`config.mk`:
```
export PLATFORM = sky130hd
export DESIGN_NAME = wrr_packet_arbiter
export DESIGN_NICKNAME = d
export VERILOG_FILES = /design/src/rtl/noc_arb_pkg.sv /design/src/rtl/wrr_packet_arbiter_rr_find_first.sv /design/src/rtl/wrr_packet_arbiter.sv
export SDC_FILE = /design/constraint.sdc
export NUM_CORES = 1
export LEC_CHECK = 0
export BUFFER_PORTS_ARGS = -buffer_cell sky130_fd_sc_hd__buf_4
export CAP_MARGIN = 15
export CORE_UTILIZATION = 61
export DETAILED_ROUTE_END_ITERATION = 8
export PLACE_DENSITY = 0.83
export SLEW_MARGIN = 40
export SYNTH_ARGS = -nofsm -noshare
export SYNTH_HDL_FRONTEND = slang
export SYNTH_HIERARCHICAL = 1
export SYNTH_SLANG_ARGS = --single-unit
```
`constraint.sdc`:
```
create_clock -name clk -period 8.5 [get_ports clk]
set_input_delay 1.275 -clock clk [delete_from_list [all_inputs] [get_ports clk]]
set_output_delay 1.275 -clock clk [all_outputs]
set_load 0.02 [all_outputs]
```
`src/rtl/noc_arb_pkg.sv`:
```
// Shared types and sizing for the NoC output-port packet arbiter.
package noc_arb_pkg;

    localparam int unsigned DEF_NUM_AGENTS = 4;
    localparam int unsigned IDX_W          = $clog2(DEF_NUM_AGENTS);

    typedef enum logic {
        IDLE   = 1'b0,
        LOCKED = 1'b1
    } arb_state_e;

endpackage

```
`src/rtl/wrr_packet_arbiter_rr_find_first.sv`:
```
// Circular priority encoder: first set bit of vec at or after start, wrapping modulo N.
module rr_find_first #(
    parameter int unsigned N = 4,
    parameter int unsigned W = $clog2(N)
) (
    input  logic [N-1:0] vec,
    input  logic [W-1:0] start,
    output logic         found,
    output logic [W-1:0] idx
);

    logic [2*N-1:0] rotated;

    always_comb begin
        // Doubling the vector turns the circular scan into a linear one from bit 0.
        rotated = {vec, vec} >> start;
        found   = 1'b0;
        idx     = '0;
        for (int unsigned j = 0; j < N; j++) begin
            if (!found && rotated[j]) begin
                found = 1'b1;
                if (int'(start) + int'(j) >= int'(N)) begin
                    idx = W'(int'(start) + int'(j) - int'(N));
                end else begin
                    idx = W'(int'(start) + int'(j));
                end
            end
        end
    end

endmodule

```
`src/rtl/wrr_packet_arbiter.sv`:
```
// Weighted round-robin packet arbiter with per-packet grant lock and starvation override.
module wrr_packet_arbiter
    import noc_arb_pkg::*;
#(
    parameter int unsigned NUM_AGENTS   = DEF_NUM_AGENTS,
    parameter int unsigned WEIGHT_W     = 3,
    parameter int unsigned STARV_W      = 4,
    parameter int unsigned STARV_THRESH = 8
) (
    input  logic                           clk,
    input  logic                           rst_n,
    input  logic [NUM_AGENTS-1:0]          req,
    input  logic [NUM_AGENTS-1:0]          req_last,
    input  logic [NUM_AGENTS*WEIGHT_W-1:0] weight,
    input  logic                           out_ready,
    output logic [NUM_AGENTS-1:0]          grant,
    output logic [$clog2(NUM_AGENTS)-1:0]  grant_id,
    output logic                           grant_valid,
    output logic                           starv_alert
);

    localparam int unsigned ID_W = $clog2(NUM_AGENTS);

    arb_state_e            state_q, state_d;
    logic [ID_W-1:0]       ptr_q, ptr_d;
    logic [ID_W-1:0]       lock_id_q, lock_id_d;
    logic [WEIGHT_W-1:0]   burst_cnt_q, burst_cnt_d;
    logic [STARV_W-1:0]    cnt_q [NUM_AGENTS];
    logic [STARV_W-1:0]    cnt_d [NUM_AGENTS];
    logic                  starv_alert_q, starv_alert_d;

    logic [NUM_AGENTS-1:0] starved;
    logic                  s_found, r_found;
    logic [ID_W-1:0]       s_idx, r_idx;
    logic [ID_W-1:0]       winner, cur, cur_next;
    logic [NUM_AGENTS-1:0] cur_oh;
    logic                  have_grant, xfer, tail;
    logic [WEIGHT_W-1:0]   w_sel, eff;
    logic [WEIGHT_W:0]     burst_inc;

    always_comb begin
        for (int unsigned i = 0; i < NUM_AGENTS; i++) begin
            starved[i] = 32'(cnt_q[i]) >= STARV_THRESH;
        end
    end

    rr_find_first #(.N(NUM_AGENTS), .W(ID_W)) u_find_starved (
        .vec   (req & starved),
        .start (ptr_q),
        .found (s_found),
        .idx   (s_idx)
    );

    rr_find_first #(.N(NUM_AGENTS), .W(ID_W)) u_find_req (
        .vec   (req),
        .start (ptr_q),
        .found (r_found),
        .idx   (r_idx)
    );

    always_comb begin
        winner = s_found ? s_idx : r_idx;
        cur    = (state_q == LOCKED) ? lock_id_q : winner;
        cur_oh = '0;
        w_sel  = '0;
        for (int unsigned i = 0; i < NUM_AGENTS; i++) begin
            if (cur == ID_W'(i)) begin
                cur_oh[i] = 1'b1;
                w_sel     = weight[i*WEIGHT_W +: WEIGHT_W];
            end
        end
        have_grant  = rst_n && ((state_q == LOCKED) || r_found);
        grant       = have_grant ? cur_oh : '0;
        grant_id    = have_grant ? cur : '0;
        grant_valid = rst_n && ((state_q == LOCKED) ? |(req & cur_oh) : r_found);
        starv_alert = starv_alert_q;

        xfer      = grant_valid && out_ready;
        tail      = |(req_last & cur_oh);
        eff       = (w_sel == '0) ? WEIGHT_W'(1) : w_sel;
        burst_inc = {1'b0, burst_cnt_q} + (WEIGHT_W + 1)'(1);
        cur_next  = (cur == ID_W'(NUM_AGENTS - 1)) ? '0 : cur + ID_W'(1);

        state_d     = state_q;
        lock_id_d   = lock_id_q;
        ptr_d       = ptr_q;
        burst_cnt_d = burst_cnt_q;
        if (xfer) begin
            if (tail) begin
                state_d = IDLE;
                if (cur == ptr_q && burst_inc < {1'b0, eff}) begin
                    burst_cnt_d = burst_inc[WEIGHT_W-1:0];
                end else begin
                    ptr_d       = cur_next;
                    burst_cnt_d = '0;
                end
            end else if (state_q == IDLE) begin
                state_d   = LOCKED;
                lock_id_d = cur;
            end
        end

        for (int unsigned i = 0; i < NUM_AGENTS; i++) begin
            if (grant[i]) begin
                cnt_d[i] = '0;
            end else if (req[i]) begin
                cnt_d[i] = (cnt_q[i] == '1) ? cnt_q[i] : cnt_q[i] + STARV_W'(1);
            end else begin
                cnt_d[i] = '0;
            end
        end
        starv_alert_d = |starved;
    end

    always_ff @(posedge clk) begin
        if (!rst_n) begin
            state_q       <= IDLE;
            ptr_q         <= '0;
            lock_id_q     <= '0;
            burst_cnt_q   <= '0;
            starv_alert_q <= 1'b0;
            for (int unsigned i = 0; i < NUM_AGENTS; i++) begin
                cnt_q[i] <= '0;
            end
        end else begin
            state_q       <= state_d;
            ptr_q         <= ptr_d;
            lock_id_q     <= lock_id_d;
            burst_cnt_q   <= burst_cnt_d;
            starv_alert_q <= starv_alert_d;
            for (int unsigned i = 0; i < NUM_AGENTS; i++) begin
                cnt_q[i] <= cnt_d[i];
            end
        end
    end

endmodule
```
==> summary.txt <==
Critical path
  – CP max stage delay: between 0.5 and 0.6 ns
  – WS Path Type: in -> out
  – Critical path data required time: between 7 and 8 ns
  – CP Capture Type: output port
  – Cell family with most CP delay: simple AND/OR/NAND/NOR gates
  – WP buf/inv: 3
  – CP max FO: 13
  – Worst setup SP type: input pin
  – CP Cell Sequence: buf_4 > and2_1 > or4_1 > mux2_4 > mux2i_2 > inv_2 > ha_1 > a222oi_1 > a31oi_1 > buf_4
  – Crit path launch: req[0]
  – Crit-path slowest cell: or4_1
  – CP most frequent cell: buf_4
  – Worst r2r src: cnt_q[0][3]
  – Crit path arrival time: a little over 4 ns

Final layout
  – Fillers: between 200 and 250
  – ANT cells: 0
  – Share of layout cells above drive strength 1: about 17%
  – Register area: ~500 um2
  – Multi-input gate area: roughly 0.0013 mm2
  – Fin nets: roughly 300
  – Layout overhead on the synthesized area: 13.6%
  – Final cell count without fillers: ~300

Floorplanning
  – Die ar.: between 0.003 and 0.004 mm2
  – Num rows: 19
  – Initial core utilization: 66.8%
  – Core Box Area: 0.00288 mm2
  – Die Wd: about 58 um
  – Die Y-Extent: about 58 um
  – Ports: 31

Power and ir drop
  – Switching share of power: 40.7%
  – Sequential share of power: between 30% and 40%
  – Clk network pwr share: a little over an eighth
  – Leak pwr: just over 0.9 nW
  – Int Pwr: around 0.00023 W
  – Final Power: around 0.00039 W
  – Sw Pwr: 0.000158 W
  – Combinational share of power: 50.3%
  – Pwr Density: around 180 mW/mm2
  – Worst VDD drop: roughly 0.16 mV

Logic synthesis
  – Synth Flop Type: dfxtp_1
  – Synth Warn #: 6
  – Post-synth EDFFs: 0
  – Top post-synthesis cells by area: dfxtp_1 (26%), ha_1 (9.8%), mux2i_1 (5.7%)
  – Synthesized area per cell: approximately 8.3 um2
  – Register bit total from synthesis: 25
  – Post-synth ARST share: 0%
  – Commonest cells post-synth: dfxtp_1 (25), nor2_1 (25), nand2_1 (17), ha_1 (15), inv_1 (14)
  – Synth top area share: between 20% and 30%
  – Synth Net Count: ~270
  – Post-synthesis sequential area ratio: a little over a quarter
  – Leading area contributor after synthesis: dfxtp_1
  – Synth cell types: 54
  – Cells after synthesis: between 200 and 250
  – Syn Std Cell Area: 0.00192 mm2

Clocking
  – PostCTS Resize Cnt: 0
  – CTS tree: built
  – CTS Hold Buffers Added: 0
  – H-tree Lvls: 1
  – Clock buffer count from CTS: 3
  – Clock Tree Buf Depth: 2
  – Clk_lat worst skew: between 0.3 and 0.4 ns
  – Postcts setup bufs: 0
  – Sink Count: 25
  – Worst-path clk slew: between 0.1 and 0.15 ns
  – Root buffer cell: clkbuf_4

Timing
  – Final min period: 5.30 ns
  – Period Utilization, post-route: a little over three fifths
  – RSZ-0062 raised after global routing: no
  – Finish-stage setup viols: 0
  – Worst Max-Slew Pin Slew: 0.511 ns
  – Rel. slew slack: roughly 65%
  – Setup TNS: 0 ns
  – Skew final: roughly 0.013 ns
  – Final Hold Vio Count: 0
  – Fmax: approximately 0.19 GHz
  – Slew Viols, Final: 0

Drt
  – ANT nets after route: 0
  – Routed vias: between 1,500 and 2,000
  – Wl on met1: roughly 2000 um
  – Top sig layer: met4
  – DR DRC count: 0
  – Detailed Route WL: approximately 4000 um
  – Met2 WL: between 1500 and 2000 um
  – 1st-iter DRT viols: 130
  – Vias per cell: just under 6
  – Drt pass-1 iters: 4
  – Avg WL per Cell: around 13 um
  – Met3 WL post-DR: 181 um

Placement
  – Port Buf Inserts: 30
  – GP Congestion: between 0.8 and 0.9
  – Dpl cells: around 300
  – Hpwl dp: approximately 3100 um

Global routing
  – Largest net degree at the start of global routing: 18
  – GRT overflow: 0
  – Gr usage total: between 20% and 30%
  – First-pass GRT wire length: ~6900 um
  – Antenna violations before repair: 0
  – Vias in the first global route: between 1,500 and 2,000

Worst hold path
  – Startpoint of the worst hold path: burst_cnt_q[1]
  – Hold crit path type: reg -> reg

Flow run
  – Max_cap viols: 0

Outcome
  – Outcome: finished clean
[through the flow]
stage | hold WS (ns) | worst slack, ns | cell area, um2 | utilization, %
floorplan | 0.463 | 3.67 | 1920 | -
global placement | 0.481 | 3.29 | 2150 | 74.9
detailed placement | 0.509 | 3.22 | 2150 | 74.9
CTS | 0.529 | 3.21 | 2180 | 75.9
global route | 0.552 | 2.99 | 2180 | 75.9
finish | 0.523 | 3.20 | 2180 | 75.9
[logic make-up after synthesis]
logic type	synth area share, %
AND/OR/NAND/NOR	28.3
AO/OA/AOI/OAI	18.4
flip-flops	26.1
buffers and inverters	5.21
multiplexers	8.99
adder cells (fa/ha/maj)	9.77
XOR/XNOR	3.19
[metal layers]
metal / global-route usage, % / vias to the layer above
met5: 0 / -
met4: 8.16 / 0
met3: 3.13 / 7
met2: 41.1 / 46
met1: 37.1 / 787
li1: - / 897
[tightest hold or removal path: stages (launching register included)]
cell and delay, ns:
dfxtp_1 0.35, nand2_1 0.07, o22ai_1 0.07
[path summary, 6_finish.rpt]
path / slack [ns] / cells after the start / to
setup / recovery: 3.20 / 10 / grant_valid
hold / removal: 0.52 / 2 / burst_cnt_q[1]
setup reg to reg: 4.28 / 16 / ptr_q[0]
hold reg to reg: 0.52 / 2 / burst_cnt_q[1]
[cell type report]
class / instances / area share [%]
multi-input cells: 185 / 60.5
flip-flops and latches: 25 / 22.9
repair buffers: 30 / 10.3
inverters: 15 / 2.58
well taps: 42 / 2.41
clock buffers: 3 / 1.03
clock inverters: 1 / 0.229
[registers in the layout, indices dropped and copies added (netlist names)]
signal	cells
ptr_q	2
lock_id_q	2
starv_alert	1
cnt_q	16
state_q	1
burst_cnt_q	3
[cell usage in the layout, fill, tap and decap left out, types with 2 or more instances in the layout]
cell / instances
nand3b_1: 7
and2_1: 9
nor2b_1: 7
nand2b_1: 2
a311oi_1: 2
o21ai_1: 2
xor2_1: 2
nor4b_2: 2
nand2_1: 17
inv_1: 14
nor3b_1: 2
nand4_1: 3
a21oi_1: 9
mux2i_1: 11
dfxtp_1: 25
nand3_1: 10
xnor2_1: 5
nor3_1: 6
o21ai_0: 6
or4_1: 2
buf_4: 30
o311ai_1: 2
a31oi_1: 6
or2_1: 2
ha_1: 15
o2bb2a_1: 2
clkbuf_4: 3
nor2_1: 25
o22ai_1: 3
a211oi_1: 5
[power groups by stage]
stage               sequential [W]  clock [W]  combinational (W)
finish                    0.000141  0.0000521           0.000195
detailed placement        0.000143          0           0.000192
global route              0.000143  0.0000593           0.000217
floorplan                 0.000137          0           0.000155
global placement          0.000143          0           0.000190
CTS                       0.000140  0.0000542           0.000193
No activity file was read; power rests on OpenSTA's default activity.
